## src/rtl/alu_sequencer_if.sv

```systemverilog
// alu_sequencer_if: request/response handshake between the core controller and
// the ALU sequencer.
//   req_valid/req_ready   operation request handshake
//   req_func/op1/op2      function code and signed operands
//   rsp_valid/rsp_ready   response handshake
//   rsp_result/flags/err  captured result, {overflow, equals, above, zero}, reject flag
// master: core controller side. slave: alu_sequencer side.
interface alu_sequencer_if;
  logic        req_valid;
  logic        req_ready;
  logic [5:0]  req_func;
  logic [31:0] req_op1;
  logic [31:0] req_op2;
  logic        rsp_valid;
  logic        rsp_ready;
  logic [31:0] rsp_result;
  logic [3:0]  rsp_flags;
  logic        rsp_error;

  modport master (
    output req_valid, req_func, req_op1, req_op2, rsp_ready,
    input  req_ready, rsp_valid, rsp_result, rsp_flags, rsp_error
  );

  modport slave (
    input  req_valid, req_func, req_op1, req_op2, rsp_ready,
    output req_ready, rsp_valid, rsp_result, rsp_flags, rsp_error
  );
endinterface

```

## src/rtl/alu_sequencer.sv

```systemverilog
// alu_sequencer: issues one operation at a time to the combinational ALU and
// returns its result and flags.
//   clock, reset   single clock, synchronous active-high reset
//   bus            request/response handshake (slave side)
//   alu_op1/op2    operands driven to the ALU
//   alu_func       function code driven to the ALU (FUNC_IDLE unless firing)
//   alu_result     ALU result input
//   alu_overflow/equals/above/zero  ALU flags, passed through unmodified
//
// state | meaning
// IDLE  | waiting for a request
// LOAD  | operands on the ALU, func held at FUNC_IDLE
// FIRE  | latched func on the ALU for SETTLE_CYCLES cycles
// RESP  | response held until rsp_ready
module alu_sequencer #(
  parameter int unsigned SETTLE_CYCLES = 1,
  parameter logic [5:0]  FUNC_IDLE     = 6'b000000
) (
  input  logic                clock,
  input  logic                reset,
  alu_sequencer_if.slave      bus,
  output logic [31:0]         alu_op1,
  output logic [31:0]         alu_op2,
  output logic [5:0]          alu_func,
  input  logic [31:0]         alu_result,
  input  logic                alu_overflow,
  input  logic                alu_equals,
  input  logic                alu_above,
  input  logic                alu_zero
);

  typedef enum logic [1:0] {S_IDLE, S_LOAD, S_FIRE, S_RESP} state_t;

  localparam logic [5:0] F_ADD = 6'b100000;
  localparam logic [5:0] F_SUB = 6'b100010;
  localparam logic [5:0] F_MUL = 6'b011000;
  localparam logic [5:0] F_DIV = 6'b011010;
  localparam logic [5:0] F_AND = 6'b100100;
  localparam logic [5:0] F_OR  = 6'b100101;
  localparam logic [5:0] F_NOT = 6'b100111;

  localparam logic [3:0] CNT_INIT = 4'(SETTLE_CYCLES - 1);

  state_t      state_q;
  logic [5:0]  func_q;
  logic [5:0]  alu_func_q;
  logic [31:0] op1_q, op2_q;
  logic [3:0]  cnt_q;
  logic        rsp_valid_q, rsp_error_q;
  logic [31:0] rsp_result_q;
  logic [3:0]  rsp_flags_q;

  logic supported_d;
  logic div_zero_d;

  always_comb begin
    supported_d = 1'b0;
    case (bus.req_func)
      F_ADD, F_SUB, F_MUL, F_DIV, F_AND, F_OR, F_NOT: supported_d = 1'b1;
      default:                                         supported_d = 1'b0;
    endcase
  end

  assign div_zero_d = (bus.req_func == F_DIV) && (bus.req_op2 == 32'd0);

  always_ff @(posedge clock) begin
    if (reset) begin
      state_q      <= S_IDLE;
      func_q       <= FUNC_IDLE;
      alu_func_q   <= FUNC_IDLE;
      op1_q        <= '0;
      op2_q        <= '0;
      cnt_q        <= '0;
      rsp_valid_q  <= 1'b0;
      rsp_error_q  <= 1'b0;
      rsp_result_q <= '0;
      rsp_flags_q  <= '0;
    end else begin
      case (state_q)
        S_IDLE: begin
          // req_ready is implied here: state is IDLE and reset is low.
          if (bus.req_valid) begin
            func_q <= bus.req_func;
            op1_q  <= bus.req_op1;
            op2_q  <= bus.req_op2;
            if (!supported_d) begin
              rsp_valid_q  <= 1'b1;
              rsp_error_q  <= 1'b1;
              rsp_result_q <= '0;
              rsp_flags_q  <= 4'b0000;
              state_q      <= S_RESP;
            end else if (div_zero_d) begin
              rsp_valid_q  <= 1'b1;
              rsp_error_q  <= 1'b1;
              rsp_result_q <= '0;
              rsp_flags_q  <= 4'b1000;
              state_q      <= S_RESP;
            end else begin
              state_q <= S_LOAD;
            end
          end
        end
        S_LOAD: begin
          cnt_q      <= CNT_INIT;
          alu_func_q <= func_q;
          state_q    <= S_FIRE;
        end
        S_FIRE: begin
          if (cnt_q == 4'd0) begin
            rsp_valid_q  <= 1'b1;
            rsp_error_q  <= 1'b0;
            rsp_result_q <= alu_result;
            rsp_flags_q  <= {alu_overflow, alu_equals, alu_above, alu_zero};
            alu_func_q   <= FUNC_IDLE;
            state_q      <= S_RESP;
          end else begin
            cnt_q <= cnt_q - 4'd1;
          end
        end
        S_RESP: begin
          if (bus.rsp_ready) begin
            rsp_valid_q <= 1'b0;
            state_q     <= S_IDLE;
          end
        end
        default: state_q <= S_IDLE;
      endcase
    end
  end

  assign bus.req_ready  = (state_q == S_IDLE) && !reset;
  assign bus.rsp_valid  = rsp_valid_q;
  assign bus.rsp_error  = rsp_error_q;
  assign bus.rsp_result = rsp_result_q;
  assign bus.rsp_flags  = rsp_flags_q;
  assign alu_op1        = op1_q;
  assign alu_op2        = op2_q;
  assign alu_func       = alu_func_q;

endmodule

```

## src/flat_wrapper.sv

```systemverilog
// flat-port wrapper written by rule: the top's interface ports become plain ports
module alu_sequencer_flat 
#(
  parameter int unsigned SETTLE_CYCLES = 1,
  parameter logic [5:0]  FUNC_IDLE     = 6'b000000
)
  (clock, reset, alu_op1, alu_op2, alu_func, alu_result, alu_overflow, alu_equals, alu_above, alu_zero, bus_req_valid, bus_req_func, bus_req_op1, bus_req_op2, bus_rsp_ready, bus_req_ready, bus_rsp_valid, bus_rsp_result, bus_rsp_flags, bus_rsp_error);
  alu_sequencer_if bus_i ();
  input  logic clock;
  input  logic reset;
  output logic [31:0] alu_op1;
  output logic [31:0] alu_op2;
  output logic [5:0] alu_func;
  input  logic [31:0] alu_result;
  input  logic alu_overflow;
  input  logic alu_equals;
  input  logic alu_above;
  input  logic alu_zero;
  input wire logic [$bits(bus_i.req_valid)-1:0] bus_req_valid;
  input wire logic [$bits(bus_i.req_func)-1:0] bus_req_func;
  input wire logic [$bits(bus_i.req_op1)-1:0] bus_req_op1;
  input wire logic [$bits(bus_i.req_op2)-1:0] bus_req_op2;
  input wire logic [$bits(bus_i.rsp_ready)-1:0] bus_rsp_ready;
  output wire logic [$bits(bus_i.req_ready)-1:0] bus_req_ready;
  output wire logic [$bits(bus_i.rsp_valid)-1:0] bus_rsp_valid;
  output wire logic [$bits(bus_i.rsp_result)-1:0] bus_rsp_result;
  output wire logic [$bits(bus_i.rsp_flags)-1:0] bus_rsp_flags;
  output wire logic [$bits(bus_i.rsp_error)-1:0] bus_rsp_error;
  assign bus_i.req_valid = bus_req_valid;
  assign bus_i.req_func = bus_req_func;
  assign bus_i.req_op1 = bus_req_op1;
  assign bus_i.req_op2 = bus_req_op2;
  assign bus_i.rsp_ready = bus_rsp_ready;
  assign bus_req_ready = bus_i.req_ready;
  assign bus_rsp_valid = bus_i.rsp_valid;
  assign bus_rsp_result = bus_i.rsp_result;
  assign bus_rsp_flags = bus_i.rsp_flags;
  assign bus_rsp_error = bus_i.rsp_error;
  alu_sequencer #(.SETTLE_CYCLES(SETTLE_CYCLES), .FUNC_IDLE(FUNC_IDLE)) u_core (.clock(clock), .reset(reset), .bus(bus_i), .alu_op1(alu_op1), .alu_op2(alu_op2), .alu_func(alu_func), .alu_result(alu_result), .alu_overflow(alu_overflow), .alu_equals(alu_equals), .alu_above(alu_above), .alu_zero(alu_zero));
endmodule
```

## config.mk

```make
export PLATFORM = sky130hd
export DESIGN_NAME = alu_sequencer_flat
export DESIGN_NICKNAME = d
export VERILOG_FILES = /design/src/rtl/alu_sequencer_if.sv /design/src/rtl/alu_sequencer.sv /design/src/flat_wrapper.sv
export SDC_FILE = /design/constraint.sdc
export NUM_CORES = 1
export LEC_CHECK = 0
export CORE_ASPECT_RATIO = 0.75
export CORE_MARGIN = 5
export CORE_UTILIZATION = 38
export DETAILED_ROUTE_END_ITERATION = 6
export MAX_ROUTING_LAYER = met4
export PLACE_DENSITY = 0.8
export SLEW_MARGIN = 20
export SYNTH_ARGS = -nofsm -noshare
export SYNTH_HDL_FRONTEND = slang
export SYNTH_SLANG_ARGS = --single-unit
```

## constraint.sdc

```tcl
create_clock -name clock -period 1.8 [get_ports clock]
set_clock_uncertainty 0.05 [all_clocks]
set_input_delay 0.36 -clock clock [delete_from_list [all_inputs] [get_ports clock]]
set_output_delay 0.36 -clock clock [all_outputs]
set_load 0.005 [all_outputs]
```

## Word-level counts from Yosys, hierarchy flattened

Cells that the tools add are included.

- Bits in registers: 120
- Input bits: 110
- Bits in writable memories: 0
- Bits in latches: 0
- Output and inout bits: 109
- ROM bits: 0
- Memories kept: 0

- Div/mod/pow operators: 0
- Multiplexer cells: 29
- Reductions and logical operators: 16
- Multiply operators: 0
- Bitwise operators: 0
- Shift operators: 0
- Add/subtract/negate cells: 1
- Order comparisons: 0
- Equality and inequality tests: 15

Operators with widths:

| cell | count |
|---|---|
| $mux 32 | 4 |
| $pmux 32 s2 | 1 |
| $logic_not 32->1 | 1 |
| $eq 6x6->1 const B | 5 |
| $mux 4 | 5 |
| $pmux 4 s2 | 2 |
| $eq 6x5->1 const B | 2 |
| $pmux 6 s2 | 1 |
| $mux 2 | 5 |
| $pmux 2 s4 | 1 |
| $mux 1 | 7 |
| $reduce_or 7->1 | 1 |
| $mux 6 | 1 |
| $ne 2x2->1 const B | 3 |
| $reduce_and 2->1 | 3 |
| $reduce_and 5->1 | 1 |
| $eq 2x2->1 const B | 2 |
| $logic_not 4->1 | 1 |
| $reduce_and 4->1 | 1 |
| $reduce_bool 2->1 | 2 |
| $sub 4x1->4 const B | 1 |
| $ne 3x3->1 const B | 1 |
| $pmux 1 s3 | 1 |
| $reduce_and 3->1 | 1 |
| 7 further kinds | 8 |

## Logic depth before layout (Yosys ltp)

- Word-level depth: 6
- Mapped depth: 9
- Gate-level depth less buffers: 7

## Worst setup path after synthesis

OpenSTA, ideal clock, no wires.

- Path kind: reg2reg
- Start: register u_core.cnt_q[0]
- End: register u_core.rsp_error_q (netlist: u_core.bus.rsp_error)
- Arrival: 1.789 ns
- Path buffers: 1
- Period minus slack after synthesis: 1.960 ns
- Cell stages (with the launch flop): 8
- Setup slack: -0.160 ns
- Setup time: 0.121 ns
- Path through: dfxtp_1 > inv_1 > ha_1 > or3b_2 > nand2_1 > o211a_1 > buf_6 > mux2_2

- Cells in the longest elaborated chain, start to end: 3

Ends and longest elaborated chain:

| element | RTL line | RTL |
|---|---|---|
| from (decl) | alu_sequencer.sv:48 | `logic [3:0] cnt_q;` |
| from (signal assigned) | alu_sequencer.sv:117 | `cnt_q <= cnt_q - 4'd1;` |
| $logic_not 4->1 | alu_sequencer.sv:109 | `if (cnt_q == 4'd0) begin` |
| $ne 2x1->1 (no source line) | - |  |
| $reduce_and 4->1 (no source line) | - |  |
| to (signal assigned) | alu_sequencer.sv:88 | `rsp_error_q <= 1'b1;` |
| to (signal assigned) | alu_sequencer.sv:94 | `rsp_error_q <= 1'b1;` |
| to (signal assigned) | alu_sequencer.sv:111 | `rsp_error_q <= 1'b0;` |
| to (decl) | alu_sequencer.sv:49 | `logic rsp_valid_q, rsp_error_q;` |

No other way between the ends.
A chain may end at the register's enable or synchronous reset.

## Worst setup path in the final report

- Start: input port bus_req_op2[16]
- End: register u_core.rsp_result_q[11] (netlist: u_core.bus.rsp_result[11])

- Cells in the longest elaborated chain, start to end: 4

Ends and longest elaborated chain:

| element | RTL line | RTL |
|---|---|---|
| from (decl) | flat_wrapper.sv:22 | `input wire logic [$bits(bus_i.req_op2)-1:0] bus_req_op2;` |
| $logic_not 32->1 | alu_sequencer.sv:64 | `assign div_zero_d = (bus.req_func == F_DIV) && (bus.req_op2 == 32'd0);` |
| $logic_and 1x1->1 | alu_sequencer.sv:64 |  |
| $ne 3x3->1 (no source line) | - |  |
| $reduce_and 4->1 (no source line) | - |  |
| to (signal assigned) | alu_sequencer.sv:112 | `rsp_result_q <= alu_result;` |
| to (decl) | alu_sequencer.sv:50 | `logic [31:0] rsp_result_q;` |

No other way between the ends.

==> impl_metrics.py <==
metrics = {
    "layout": {
        "multi_input_area_um2": 2440,
        "seq_area_um2": 2410,
        "fill_cells": 962,
        "syn_to_final_growth_pct": 70.6,
        "layout-drive-gt1-share": 0.162,
        "design_area_um2": 8300,
        "nNetsFinal": 926,
    },
    "die": {
        "coreArea_um2": 12400,
        "die_area_um2": 15200,
        "ioPinCount": 219,
        "die_x_um": 141,
        "dieHeight_um": 108,
        "num_rows": 35,
        "start_util": 0.392,
    },
    "placement": {
        "io_buffers": 218,
        "gp_congestion": 0.852,
        "post-dp-hpwl_um": 10900,
        "postPlaceCellArea_um2": 7440,
    },
    "drt": {
        "vias": 4863,
        "drc": 0,
        "wl_per_cell_um": 16.1,
        "wl_um": 16000,
        "drtIter0Drc": 226,
        "dr.pass1.iters": 4,
        "via_per_inst": 4.91,
        "antenna_violating_nets_post_route": 0,
    },
    "grt": {
        "antenna_found_initial": 1,
        "grtUsageTotal": 0.209,
        "grt_pass1_wl_um": 24900,
        "grt_overflow": 0,
        "grt_max_degree": 128,
        "grt_pass1_vias": 5025,
    },
    "sta": {
        "worstMarginPinSlew_ns": 0.464,
        "rsz0062_at_grt": "yes",
        "fin_ws_ns": -0.0378,
        "setup_viol_count_final": 7,
        "slew_headroom": 0.690,
        "drv_slew": 0,
        "period_share": 1.02,
        "min_period_ns": 1.84,
        "hold_viol_final": 0,
        "hold-worst-slack_ns": 0.165,
        "fmax_mhz": 544,
    },
    "synth": {
        "yosysWarnings": 0,
        "synthCells": 566,
        "synth-async-reset-ratio": 0,
        "syn_nets": 682,
        "synth_edf_count": 0,
        "ys.flop_type": "dfxtp_1",
        "synth-seq-cells": 120,
        "syn-cell-area_um2": 4860,
        "synth.distinct_cells": 37,
        "ys_seq_area_frac": 0.494,
        "synth.avg_cell_area_um2": 8.59,
    },
    "setup_path": {
        "critical_path.max_stage_delay_ns": 0.34,
        "cp-start-kind": "input pin",
        "crit_arrival_ns": 2.11,
        "reg2reg_depth": 8,
        "crit_path_top_delay_cell": "o31ai_4",
        "end_kind": "flop",
        "crit_type": "input pin to flop",
        "critPathRequiredTime_ns": 2.08,
        "crit_chain": "clkdlybuf4s15_1 > nor4_2 > nand4_1 > o31ai_4 > o211a_4 > buf_6 > buf_12 > mux2i_4",
        "path_max_fanout": 6,
    },
    "run": {
        "cap_violations": 0,
    },
    "clocking": {
        "clkTransAtPathRegs_ns": 0.06,
        "cts.sinks": 120,
        "cts_root_buffer": "clkbuf_16",
        "worstSkewPairLatency_ns": 0.40,
        "ctsHtreeMaxLevel": 4,
        "cts_tree": "yes",
        "clockBufferDepth": 2,
        "cts_hold_buf": 0,
        "cts_made_buffers": 17,
    },
    "worst_hold_path": {
        "hold_depth": 3,
        "hp-class": "input pin to flop",
    },
    "status": {
        "status": "finished with violations",
        "violations": "setup timing",
    },
    "power_and_ir_drop": {
        "ir_drop_mv": 0.920,
        "leakagePower_nw": 3.11,
        "powerDensity_nw_per_um2": 1320,
    },
}
-- repair_timing --
item | CTS | global route
gates resized for setup | 83 | 44
buffers inserted | 12 | 1
cloned | 3 | 0
setup endpoints to repair | 45 | 46
pin swaps | 19 | 14
-- state kept, by name, indices dropped and copies added, names as in the netlist --
| signal | cells |
|---|---|
| u_core.bus.rsp_valid | 1 |
| u_core.bus.rsp_flags | 4 |
| u_core.func_q | 6 |
| u_core.bus.rsp_error | 1 |
| u_core.alu_op2 | 32 |
| u_core.state_q | 2 |
| u_core.alu_op1 | 32 |
| u_core.bus.rsp_result | 32 |
| u_core.alu_func | 6 |
| u_core.cnt_q | 4 |
-- kinds of logic (layout without fill, tap and decap cells) --
| kind of cell | count (synthesis) | after routing | synth area share |
|---|---|---|---|
| and+or+nand+nor | 261 | 261 | 0.261 |
| DFF | 120 | 120 | 0.494 |
| AOI/OAI and AO/OA | 93 | 93 | 0.104 |
| buffers and inverters | 47 | 304 | 0.0448 |
| muxes | 39 | 39 | 0.0808 |
| adders and majority gates | 6 | 6 | 0.0154 |
| other | 0 | 1 | 0 |
-- power by group --
group          total, mW  switching, mW  internal (mW)
clock               3.67           1.19           2.48
combinational       3.93           1.81           2.12
sequential          3.33          0.245           3.09
total               10.9           3.24           7.69
-- Yosys cell counts, types with 2 or more instances --
library cell,instances,share of area
nand2_1,149,0.12
ha_1,6,0.015
dfxtp_1,120,0.49
mux2i_1,37,0.076
mux2_2,2,0.0046
o21ai_0,3,0.0031
nand3b_1,33,0.051
nor2_1,18,0.014
a21oi_1,74,0.076
clkbuf_1,36,0.028
buf_8,3,0.0093
a22oi_1,6,0.0093
nor4_1,7,0.0090
nor3b_1,2,0.0031
nand3_1,3,0.0031
nor2b_1,3,0.0039
nand4_1,2,0.0026
o31ai_1,2,0.0031
nand2b_1,37,0.048
inv_1,6,0.0046
-- critical path, delay by kind of cell --
kind	cells	cell delay (ns)
compound gates	2	0.60
buf+inv	3	0.48
mux	1	0.21
simple gates	2	0.44
-- cell type report --
type,count,share of cell area
multi-input combinational,399,0.294
timing repair buffer,266,0.310
clock inverter,13,0.0243
antenna,1,0.000302
tap,166,0.0250
sequential,120,0.290
clock buffer,19,0.0534
inverter,6,0.00271
-- cell usage in the layout (no fill, tap or decap), types with 4 or more instances in the layout --
master,count
buf_4,38
buf_12,5
dfxtp_1,117
clkdlybuf4s50_1,180
nand3b_1,33
a21oi_1,74
dlygate4sd2_1,9
nor4_2,4
nand2_1,147
nand2b_1,37
a22oi_1,6
clkbuf_16,17
clkdlybuf4s15_1,9
mux2i_1,35
buf_2,4
nor2_1,18
bufinv_16,5
inv_2,4
clkbuf_2,14
clkinv_2,4
-- per-layer routing --
metal	wire length, µm	GRT usage	share of wire
met1	6730	0.240	0.42
met2	7740	0.346	0.48
met3	1180	0.0681	0.074
met4	337	0.0733	0.021
met5	0	-	0
-- stage by stage --
| step | setup WS [ns] | power [mW] | setup TNS (ns) | instances | utilization |
|---|---|---|---|---|---|
| CTS | 0.00124 | 11.0 | 0 | 990 | 0.670 |
| global route | -0.106 | 11.5 | -2.00 | 990 | 0.669 |
| floorplan | -0.0201 | 5.09 | -0.0201 | 566 | - |
| global placement | -0.640 | 6.64 | -23.45 | 944 | 0.600 |
| finish | -0.0378 | 10.9 | -0.126 | 990 | 0.669 |
| detailed placement | -0.705 | 6.77 | -25.50 | 944 | 0.600 |
-- worst paths after layout --
kind                                                startpoint                                endpoint  slack, ns
worst min-delay path                           bus_req_op2[15]         u_core.alu_op2[15]$_SDFFE_PP0P_       0.17
worst max-delay path                           bus_req_op2[16]  u_core.bus.rsp_result[11]$_SDFFE_PP0P_      -0.04
worst min register to register  u_core.alu_op1[2]$_SDFFE_PP0P_          u_core.alu_op1[2]$_SDFFE_PP0P_       0.40
worst max register to register    u_core.cnt_q[0]$_SDFFE_PP0P_  u_core.bus.rsp_result[11]$_SDFFE_PP0P_      -0.01
Power figures use the tool's default switching activity.
